--- src/rtl/uart_rx_deserializer_if.sv ---
`timescale 1ns/1ps
// uart_rx_deserializer_if
//   Bundles the serial input line and the received-frame level outputs of
//   uart_rx_deserializer.
//   rx      : raw serial line, idle high (driven by master)
//   data    : last received data byte (driven by slave)
//   parity  : parity bit as received (driven by slave)
//   ready   : 1 = idle / outputs valid, 0 = frame in progress (driven by slave)
//   error   : parity mismatch or low stop bit on last frame (driven by slave)
interface uart_rx_deserializer_if;
    logic       rx;
    logic [7:0] data;
    logic       parity;
    logic       ready;
    logic       error;

    modport master (output rx, input data, input parity, input ready, input error);
    modport slave  (input rx, output data, output parity, output ready, output error);
endinterface

--- src/rtl/uart_rx_deserializer.sv ---
`timescale 1ns/1ps
// uart_rx_deserializer
//   8E1/8O1 UART receive front end. Synchronises the raw line, recovers
//   frames by OVERSAMPLE-times oversampling with mid-bit sampling, and
//   presents data / parity / ready / error as level outputs.
// Ports
//   clk : system clock, rising edge
//   rst : asynchronous active-high reset
//   bus : uart_rx_deserializer_if.slave (rx in; data, parity, ready, error out)
module uart_rx_deserializer #(
    parameter int unsigned CLK_FREQ   = 100_000_000,
    parameter int unsigned BAUD       = 9600,
    parameter int unsigned OVERSAMPLE = 16,
    parameter bit          PARITY_ODD = 1'b0
) (
    input  logic                    clk,
    input  logic                    rst,
    uart_rx_deserializer_if.slave   bus
);

    localparam int unsigned TICK_DIV = CLK_FREQ / (BAUD * OVERSAMPLE);
    localparam int unsigned TW       = (TICK_DIV > 1) ? $clog2(TICK_DIV) : 1;
    localparam int unsigned SW       = (OVERSAMPLE > 1) ? $clog2(OVERSAMPLE) : 1;
    localparam logic [TW-1:0] TICK_LAST = TW'(TICK_DIV - 1);
    localparam logic [SW-1:0] SAMP_LAST = SW'(OVERSAMPLE - 1);
    localparam logic [SW-1:0] SAMP_MID  = SW'(OVERSAMPLE / 2 - 1);

    typedef enum logic [2:0] {
        S_IDLE, S_START, S_DATA, S_PARITY, S_STOP, S_BREAK
    } state_t;

    state_t        state_q,    state_d;
    logic          rx_meta_q,  rx_meta_d;
    logic          rx_sync_q,  rx_sync_d;
    logic [TW-1:0] tick_cnt_q, tick_cnt_d;
    logic [SW-1:0] samp_cnt_q, samp_cnt_d;
    logic [2:0]    bit_idx_q,  bit_idx_d;
    logic [7:0]    shift_q,    shift_d;
    logic          par_bit_q,  par_bit_d;
    logic [7:0]    data_q,     data_d;
    logic          parity_q,   parity_d;
    logic          ready_q,    ready_d;
    logic          error_q,    error_d;

    logic          tick;
    logic          mid;
    logic [SW-1:0] samp_inc;

    always_comb begin
        state_d    = state_q;
        rx_meta_d  = bus.rx;
        rx_sync_d  = rx_meta_q;
        samp_cnt_d = samp_cnt_q;
        bit_idx_d  = bit_idx_q;
        shift_d    = shift_q;
        par_bit_d  = par_bit_q;
        data_d     = data_q;
        parity_d   = parity_q;
        ready_d    = ready_q;
        error_d    = error_q;

        tick       = (tick_cnt_q == TICK_LAST);
        tick_cnt_d = tick ? '0 : tick_cnt_q + TW'(1);
        mid        = (samp_cnt_q == SAMP_MID);
        samp_inc   = (samp_cnt_q == SAMP_LAST) ? '0 : samp_cnt_q + SW'(1);

        if (tick) begin
            case (state_q)
                S_IDLE: begin
                    // The detecting tick is sample 0 of the start bit.
                    if (!rx_sync_q) begin
                        samp_cnt_d = '0;
                        state_d    = S_START;
                    end
                end
                S_START: begin
                    samp_cnt_d = samp_inc;
                    if (mid) begin
                        if (rx_sync_q) begin
                            state_d = S_IDLE;
                        end else begin
                            ready_d   = 1'b0;
                            bit_idx_d = '0;
                            state_d   = S_DATA;
                        end
                    end
                end
                S_DATA: begin
                    samp_cnt_d = samp_inc;
                    if (mid) begin
                        shift_d   = {rx_sync_q, shift_q[7:1]};
                        bit_idx_d = bit_idx_q + 3'd1;
                        if (bit_idx_q == 3'd7) begin
                            state_d = S_PARITY;
                        end
                    end
                end
                S_PARITY: begin
                    samp_cnt_d = samp_inc;
                    if (mid) begin
                        par_bit_d = rx_sync_q;
                        state_d   = S_STOP;
                    end
                end
                S_STOP: begin
                    samp_cnt_d = samp_inc;
                    if (mid) begin
                        data_d   = shift_q;
                        parity_d = par_bit_q;
                        error_d  = !rx_sync_q || ((^{shift_q, par_bit_q}) != PARITY_ODD);
                        ready_d  = 1'b1;
                        // Leaving at mid-stop lets a start bit that follows
                        // immediately be caught.
                        state_d  = rx_sync_q ? S_IDLE : S_BREAK;
                    end
                end
                S_BREAK: begin
                    if (rx_sync_q) begin
                        state_d = S_IDLE;
                    end
                end
                default: state_d = S_IDLE;
            endcase
        end
    end

    always_ff @(posedge clk or posedge rst) begin
        if (rst) begin
            state_q    <= S_IDLE;
            rx_meta_q  <= 1'b1;
            rx_sync_q  <= 1'b1;
            tick_cnt_q <= '0;
            samp_cnt_q <= '0;
            bit_idx_q  <= '0;
            shift_q    <= '0;
            par_bit_q  <= 1'b0;
            data_q     <= '0;
            parity_q   <= 1'b0;
            ready_q    <= 1'b1;
            error_q    <= 1'b0;
        end else begin
            state_q    <= state_d;
            rx_meta_q  <= rx_meta_d;
            rx_sync_q  <= rx_sync_d;
            tick_cnt_q <= tick_cnt_d;
            samp_cnt_q <= samp_cnt_d;
            bit_idx_q  <= bit_idx_d;
            shift_q    <= shift_d;
            par_bit_q  <= par_bit_d;
            data_q     <= data_d;
            parity_q   <= parity_d;
            ready_q    <= ready_d;
            error_q    <= error_d;
        end
    end

    assign bus.data   = data_q;
    assign bus.parity = parity_q;
    assign bus.ready  = ready_q;
    assign bus.error  = error_q;

endmodule
--- src/flat_wrapper.sv ---
// flat-port wrapper written by rule: the top's interface ports become plain ports
module uart_rx_deserializer_flat 
#(
    parameter int unsigned CLK_FREQ   = 100_000_000,
    parameter int unsigned BAUD       = 9600,
    parameter int unsigned OVERSAMPLE = 16,
    parameter bit          PARITY_ODD = 1'b0
)
  (clk, rst, bus_rx, bus_data, bus_parity, bus_ready, bus_error);
  uart_rx_deserializer_if bus_i ();
  input  logic clk;
  input  logic rst;
  input wire logic [$bits(bus_i.rx)-1:0] bus_rx;
  output wire logic [$bits(bus_i.data)-1:0] bus_data;
  output wire logic [$bits(bus_i.parity)-1:0] bus_parity;
  output wire logic [$bits(bus_i.ready)-1:0] bus_ready;
  output wire logic [$bits(bus_i.error)-1:0] bus_error;
  assign bus_i.rx = bus_rx;
  assign bus_data = bus_i.data;
  assign bus_parity = bus_i.parity;
  assign bus_ready = bus_i.ready;
  assign bus_error = bus_i.error;
  uart_rx_deserializer #(.CLK_FREQ(CLK_FREQ), .BAUD(BAUD), .OVERSAMPLE(OVERSAMPLE), .PARITY_ODD(PARITY_ODD)) u_core (.clk(clk), .rst(rst), .bus(bus_i));
endmodule
--- config.mk ---
export PLATFORM = sky130hd
export DESIGN_NAME = uart_rx_deserializer_flat
export DESIGN_NICKNAME = d
export VERILOG_FILES = /design/src/rtl/uart_rx_deserializer_if.sv /design/src/rtl/uart_rx_deserializer.sv /design/src/flat_wrapper.sv
export SDC_FILE = /design/constraint.sdc
export NUM_CORES = 1
export LEC_CHECK = 0
export ABC_AREA = 0
export BUFFER_PORTS_ARGS = -buffer_cell sky130_fd_sc_hd__buf_2
export CAP_MARGIN = 25
export CORE_MARGIN = 2
export CORE_UTILIZATION = 45
export CTS_BUF_LIST = sky130_fd_sc_hd__clkbuf_8
export DETAILED_ROUTE_END_ITERATION = 7
export PLACE_DENSITY = 0.62
export SLEW_MARGIN = 10
export SYNTH_ARGS = -nofsm -noshare
export SYNTH_HDL_FRONTEND = slang
export SYNTH_SLANG_ARGS = --single-unit
--- constraint.sdc ---
create_clock -name clk -period 5 [get_ports clk]
set_clock_uncertainty 0.05 [all_clocks]
set_input_delay 0.75 -clock clk [delete_from_list [all_inputs] [get_ports clk]]
set_output_delay 0.75 -clock clk [all_outputs]
set_load 0.01 [all_outputs]
==> summary.txt, run 1 <==
Yosys
  • Top_reg_cell synth: dfrtp_1
  • Post-synth EDFFs: 0
  • Synth top area share: 0.462
  • Mapped cell area: roughly 0.0021 mm^2
  • Post-synth top area cell: dfrtp_1
  • Yosys warns: 0
  • Synthesized area per cell: between 10 and 15 um^2
  • Cell count after synthesis: 175
  • Seq cells post-synth: 42
  • Most area-consuming cells after synthesis: dfrtp_1 46%, mux2_2 6.9%, mux2_4 5.0%
  • FFs w/ async S/R, synth: 1.00
  • Synth Net Count: approximately 180
  • Seq/Total Area, Yosys: 0.499
  • Count of distinct cell types in the synthesized netlist: 51

STA
  • Slew @ Worst Pin: 0.837 ns
  • Relative slew slack: 0.438
  • Final worst setup slack: 2.62 ns
  • Max Freq: 419 MHz
  • Final Cycle Share: 0.477
  • Period minus WS final: 2.38 ns
  • Slew Viols, Final: 0
  • RSZ-0062 raised after global routing: no
  • Final hold vios: 0
  • Final TNS setup: 0 ns
  • Final hold slack: 0.311 ns
  • Setup Viol. Count Final: 0

Clocking
  • Setup Fix Bufs, Post-CTS: 0
  • CTS Sinks: 42
  • Post-CTS resize count: 0
  • CTS H-tree depth: 2
  • Hold_buf cts: 0
  • Clock Tree Root: clkbuf_8
  • CTS tree: yes
  • Clock Latency Late Sink: slightly below 0.3 ns
  • Clock buffer depth: 2
  • Worst-path clk slew: 0.08 ns
  • Total CTS buffers: 5

Floorplan
  • Die area: 0.00526 mm^2
  • Core area: 0.00444 mm^2
  • Die height: 72.5 um
  • Die width: 72.5 um
  • Number of I/O pins: 14
  • Std cell rows: 24
  • Initial Util: 0.475

Place
  • Pre-CTS WS: 2.59 ns
  • Detailed Place HPWL: between 2 and 3 mm
  • PortBufs: 13
  • Placed Area: between 0.002 and 0.0025 mm^2
  • RD Place Congestion: 0.749

Detailed routing
  • Total number of vias: 1383
  • Met2 wire length: 1.76 mm
  • Residual DRC count: 0
  • DR WL met3: 127 um
  • Total Wirelength: roughly 3.7 mm
  • Met1 WL: about 1.8 mm
  • Post-route ant nets: 0
  • Per-cell routed wire length: 15.3 um
  • Vias per inst: 5.74
  • DRT iter0 DRCs: roughly 120
  • Pre-antenna DRT Iters: 4
  • Top Metal Used: met4

Layout
  • Diode count: 0
  • Multi-input gate area in the final layout: approximately 990 um^2
  • Layout cells sized above 1: 0.291
  • Finished Core Util: 0.519
  • Fill cells: 404
  • Final Instance Area: 0.00231 mm^2
  • Register Area: 0.00105 mm^2
  • Area Overhead vs Synth: 9.18%
  • Fin nets: 196

Global route
  • Initial antenna violation count: 0
  • Global route overflow: 0
  • First-pass GRT wire length: 6.60 mm
  • Vias in the first global route: 1379
  • Largest net degree at the start of global routing: 43
  • Tot GR Track Use: 0.162

Worst setup path
  • Crit path launch type: register
  • Slowest-stage cell, CP: nor4_4
  • CP Data Arrival Time: 2.52 ns
  • Crit path buf inv count: 1
  • Slowest stage delay, CP: 0.78 ns
  • CP Class: register to register
  • CP top delay family: simple AND/OR/NAND/NOR gates
  • WP data required: 5.13 ns
  • CP Max Fanout: 11
  • Critical Path, Cell by Cell: inv_1, ha_1, and4b_1, nand3_4, nor4_4, mux2_2
  • Kind of end point of the critical path: register

Pwr
  • Pleak: about 1.1 nW
  • Peak supply drop: 0.318 mV
  • Power density cells: approximately 270 mW/mm^2

Min path
  • HP Class: register to register

Run
  • Max Cap Viol: 0

Status
  • Run status: completed
final timing paths:
path / end / from / cells past startpoint / slack [ns]
min in group asynchronous: u_core.bus.data[7] / rst / 3 / 0.53
min reg2reg: u_core.rx_sync_q / u_core.rx_meta_q / 0 / 0.31
max in group asynchronous: u_core.bus.ready / rst / 3 / 4.00
max reg2reg: u_core.shift_q[7] / u_core.tick_cnt_q[0] / 6 / 2.62
max: u_core.shift_q[7] / u_core.tick_cnt_q[0] / 6 / 2.62
min: u_core.rx_sync_q / u_core.rx_meta_q / 0 / 0.31
cell type report:
cell class,count,area share
Multi-Input combinational cell,121,0.428
Clock inverter,3,0.0190
Timing Repair Buffer,14,0.0315
Sequential cell,42,0.457
Tap cell,52,0.0282
Inverter,4,0.00651
Clock buffer,5,0.0298
kinds of logic (layout without fill, tap and decap cells):
family / count (synthesis) / after routing / share of synthesized area
adders and majority gates: 5 / 5 / 0.0296
muxes: 20 / 20 / 0.119
and+or+nand+nor: 52 / 52 / 0.149
xor gates and xnor gates: 15 / 15 / 0.0687
buffers and inverters: 12 / 26 / 0.0338
AOI/OAI and AO/OA: 29 / 29 / 0.100
DFF: 42 / 42 / 0.499
power by group:
part / switching (mW) / internal, mW / leakage, nW
Clock: 0.116 / 0.150 / 0.0585
Sequential: 0.00123 / 0.341 / 0.562
Combinational: 0.00802 / 0.00234 / 0.493
Total: 0.125 / 0.493 / 1.11
cells in the final DEF (no fill, tap or decap), drive strengths merged, types with 3 or more instances in the layout:
cell type and count:
dfrtp 39, mux2 20, nor2 15, buf 14, nand2 9, nand3 9
xnor2 8, xor2 6, o21ai 5, ha 5, clkbuf 5, inv 5
a31oi 4, a41oi 4, a21oi 3, dfstp 3, nor4 3, nor3 3
synth_stat cells (2+ instances only):
cell / number
dfrtp_1: 39
a21oi_1: 3
nor4_1: 2
nand4b_1: 2
buf_2: 3
a31oi_1: 4
xnor2_1: 8
nand3_1: 8
dfstp_2: 3
a21o_1: 2
xor2_1: 6
ha_1: 5
inv_1: 4
o21ai_0: 5
mux2_2: 13
nor3_1: 2
mux2_4: 7
nor2_1: 14
a41oi_1: 4
nand3b_1: 2
nand2_1: 9
flip-flops by register name, indices dropped and copies added, names as in the netlist:
| register | flops |
|---|---|
| u_core.tick_cnt_q | 10 |
| u_core.state_q | 3 |
| u_core.bus.error | 1 |
| u_core.bus.ready | 1 |
| u_core.bus.parity | 1 |
| u_core.bit_idx_q | 3 |
| u_core.shift_q | 8 |
| u_core.rx_meta_q | 1 |
| u_core.samp_cnt_q | 4 |
| u_core.bus.data | 8 |
| u_core.rx_sync_q | 1 |
| u_core.par_bit_q | 1 |
layer usage:
layer,global-route usage,up-vias
met5,0,-
met4,0.0556,0
met3,0.0333,5
met2,0.243,23
met1,0.236,697
li1,-,658
metrics by stage:
step / std cells / power, mW
2_1_floorplan: 175 / 0.355
3_3_place_gp: 233 / 0.359
3_5_place_dp: 233 / 0.360
4_1_cts: 241 / 0.627
5_1_grt: 241 / 0.647
6_report: 241 / 0.618
Note: power is estimated with default switching activity, not from simulation.
==> inputs of run 2 (changes only) <==
--- a/config.mk
+++ b/config.mk
@@ -12,7 +12,7 @@
 export CORE_UTILIZATION = 45
 export CTS_BUF_LIST = sky130_fd_sc_hd__clkbuf_8
 export DETAILED_ROUTE_END_ITERATION = 7
-export PLACE_DENSITY = 0.62
+export PLACE_DENSITY = 0.65
 export SLEW_MARGIN = 10
 export SYNTH_ARGS = -nofsm -noshare
 export SYNTH_HDL_FRONTEND = slang
==> constraint.sdc (replaced) <==
create_clock -name clk -period 2.05 [get_ports clk]
set_clock_uncertainty 0.05 [all_clocks]
set_input_delay 0.3075 -clock clk [delete_from_list [all_inputs] [get_ports clk]]
set_output_delay 0.3075 -clock clk [all_outputs]
set_load 0.01 [all_outputs]
==> run 2 against run 1 <==
Against the previous run: register-to-register slack got worse by 2.5 ns; first-iteration DRC count decreased by 6.5%; global-route usage increased by 0.72 points; largest cell class unchanged; largest power group unchanged.
==> summary.txt, run 2 (synthesis results as in run 1) <==
Status
  • Run status: completed

Clocking
  • CTS Sinks: 42 (unchanged)
  • Clock Tree Root: clkbuf_8
  • Worst-path clk slew: 0.08 ns (about the same)
  • Clock buffer depth: 2 (unchanged)
  • CTS tree: yes
  • Total CTS buffers: 5 (unchanged)
  • CTS H-tree depth: 2 (unchanged)
  • Clock Latency Late Sink: 0.29 ns (about the same)

Detailed routing
  • Per-cell routed wire length: 15.9 um (+3.9%)
  • Vias per inst: 5.79 (+0.82%)
  • Total Wirelength: 3.93 mm (+6.4%)
  • Post-route ant nets: 0 (unchanged)
  • DRT iter0 DRCs: 115 (-6.5%)
  • Total number of vias: 1429 (+3.3%)
  • Residual DRC count: 0 (unchanged)
  • Pre-antenna DRT Iters: 4 (unchanged)

Floorplan
  • Std cell rows: 24 (unchanged)
  • Number of I/O pins: 14 (unchanged)
  • Die width: 72.5 um (unchanged)
  • Core area: 0.00444 mm^2 (unchanged)
  • Die area: 0.00526 mm^2 (unchanged)
  • Initial Util: 0.475 (unchanged)
  • Die height: 72.5 um (unchanged)

Global route
  • Global route overflow: 0 (unchanged)
  • Initial antenna violation count: 0 (unchanged)
  • Vias in the first global route: 1472 (+6.7%)
  • First-pass GRT wire length: 6.96 mm (+5.4%)
  • Tot GR Track Use: 0.169 (+0.00722)
  • Largest net degree at the start of global routing: 43 (unchanged)

STA
  • Final worst setup slack: 0.117 ns (-2.50 ns)
  • Setup Viol. Count Final: 0 (unchanged)
  • Max Freq: 517 MHz (+23%)
  • Period minus WS final: 1.93 ns (-0.452 ns)
  • Relative slew slack: 0.653 (+0.215)
  • Final TNS setup: 0 ns (unchanged)
  • Slew Viols, Final: 0 (unchanged)
  • Final hold slack: 0.0657 ns (-0.245 ns)
  • Final Cycle Share: 0.943 (+0.466)
  • RSZ-0062 raised after global routing: no
  • Final hold vios: 0 (unchanged)
  • Slew @ Worst Pin: 0.521 ns (-0.316 ns)

Worst setup path
  • CP Max Fanout: 10 (-1)
  • Critical Path, Cell by Cell: ha_2, and3b_1, nand3_1, nor2_4, buf_12, mux2_2
  • Slowest stage delay, CP: 0.43 ns (-0.35 ns)
  • CP top delay family: simple AND/OR/NAND/NOR gates
  • Crit path buf inv count: 1 (unchanged)
  • Worst r2r src: u_core.samp_cnt_q[0]
  • Setup crit start: u_core.samp_cnt_q[0]
  • WP data required: 2.18 ns (-2.95 ns)
  • Kind of end point of the critical path: register
  • CP Class: register to register
  • CP Data Arrival Time: 2.06 ns (-0.46 ns)
  • Slowest-stage cell, CP: dfrtp_1
  • Crit path launch type: register

Layout
  • Commonest non-fill, non-tap cell in the layout: dfrtp_1
  • Max reg flops: 10 (unchanged)
  • Most frequent cells in the layout: 39 x dfrtp_1, 14 x nor2_1, 13 x mux2_2, 13 x buf_2, 9 x nand2_1
  • Reg with most FFs: u_core.tick_cnt_q
  • Fin nets: 202 (+3.1%)
  • Diode count: 0 (unchanged)
  • Fill cells: 385 (-4.7%)
  • Layout cells sized above 1: 0.313 (+0.0218)
  • Area Overhead vs Synth: 12.8%
  • Finished Core Util: 0.536 (+0.0172)

Place
  • RD Place Congestion: 0.807 (+7.8%)
  • PortBufs: 13 (unchanged)
  • Pre-CTS WS: 0.0374 ns (-2.55 ns)
  • Detailed Place HPWL: 2.74 mm (+4.5%)

Min path
  • HP Class: primary input to register
  • Hold path start: bus_rx

Pwr
  • P_sw: 297 uW (+140%)
  • Combinational share of power: 0.016 (about the same)
  • Overall power: 1.53 mW (+150%)
  • Pleak: 1.15 nW (+3.1%)
  • Sequential share of power: 0.546 (-0.007)
  • Clock share of power: 0.437 (+0.007)
  • Cell internal pwr: 1.23 mW (+150%)
  • Net Sw Frac: 0.195 (-0.00806)
  • Power density cells: 641 mW/mm^2 (+140%)
  • Peak supply drop: 0.388 mV (+22%)

Run
  • Max Cap Viol: 0 (unchanged)
-- run 2: changes by cell type in the layout (fill, tap and decap cells not counted) --
cell	delta
buf_12	+2
buf_4	+4
clkbuf_8	+1
clkinv_2	-1
ha_1	-1
ha_2	+1
inv_1	+1
inv_6	-1
-- run 2: power by group through the flow --
stage	clock, mW	combinational (mW)	sequential [mW]
5_1_grt	0.722	0.0302	0.835
4_1_cts	0.683	0.0263	0.834
6_report	0.667	0.0249	0.834
2_1_floorplan	0	0.0173	0.849
3_5_place_dp	0	0.0265	0.851
3_3_place_gp	0	0.0249	0.851
-- run 2: final cells by class --
| type | count | area (um^2) | share of cell area |
|---|---|---|---|
| multi-input combinational | 121 | 988 | 0.415 |
| inverter | 4 | 15.0 | 0.00630 |
| timing repair buffer | 20 | 143 | 0.0599 |
| tap | 52 | 65.1 | 0.0273 |
| clock inverter | 2 | 33.8 | 0.0142 |
| sequential | 42 | 1050 | 0.443 |
| clock buffer | 6 | 82.6 | 0.0347 |
-- run 2: what timing repair did --
action | 4_1_cts | 5_1_grt
resized for setup | 0 | 1
setup buffers | 0 | 1
endpoints found under the setup margin | 0 | 9
hold buffers | 0 | 0
-- run 2: final timing paths --
| check | endpoint | slack (ns) | depth (start not counted) |
|---|---|---|---|
| setup / recovery | u_core.bus.data[0] | 0.12 | 6 |
| hold / removal | u_core.rx_meta_q | 0.07 | 1 |
| setup reg to reg | u_core.bus.data[0] | 0.12 | 6 |
| hold reg to reg | u_core.rx_sync_q | 0.31 | 0 |
| max in group asynchronous | u_core.rx_sync_q | 1.50 | 3 |
| min in group asynchronous | u_core.bus.data[6] | 0.09 | 3 |
-- run 2: layer usage --
metal / up-vias / global-route usage / routed length, um
met1: 718 / 0.231 / 1830
met4: 0 / 0.0556 / 42
met3: 4 / 0.0431 / 185
met5: - / 0 / 0
met2: 37 / 0.266 / 1870
li1: 670 / - / -
-- run 2: per-stage QoR --
stage / instances / instance area, um^2
2_1_floorplan: 175 / 2110
3_3_place_gp: 238 / 2240
3_5_place_dp: 238 / 2240
4_1_cts: 246 / 2360
5_1_grt: 247 / 2380
6_report: 247 / 2380
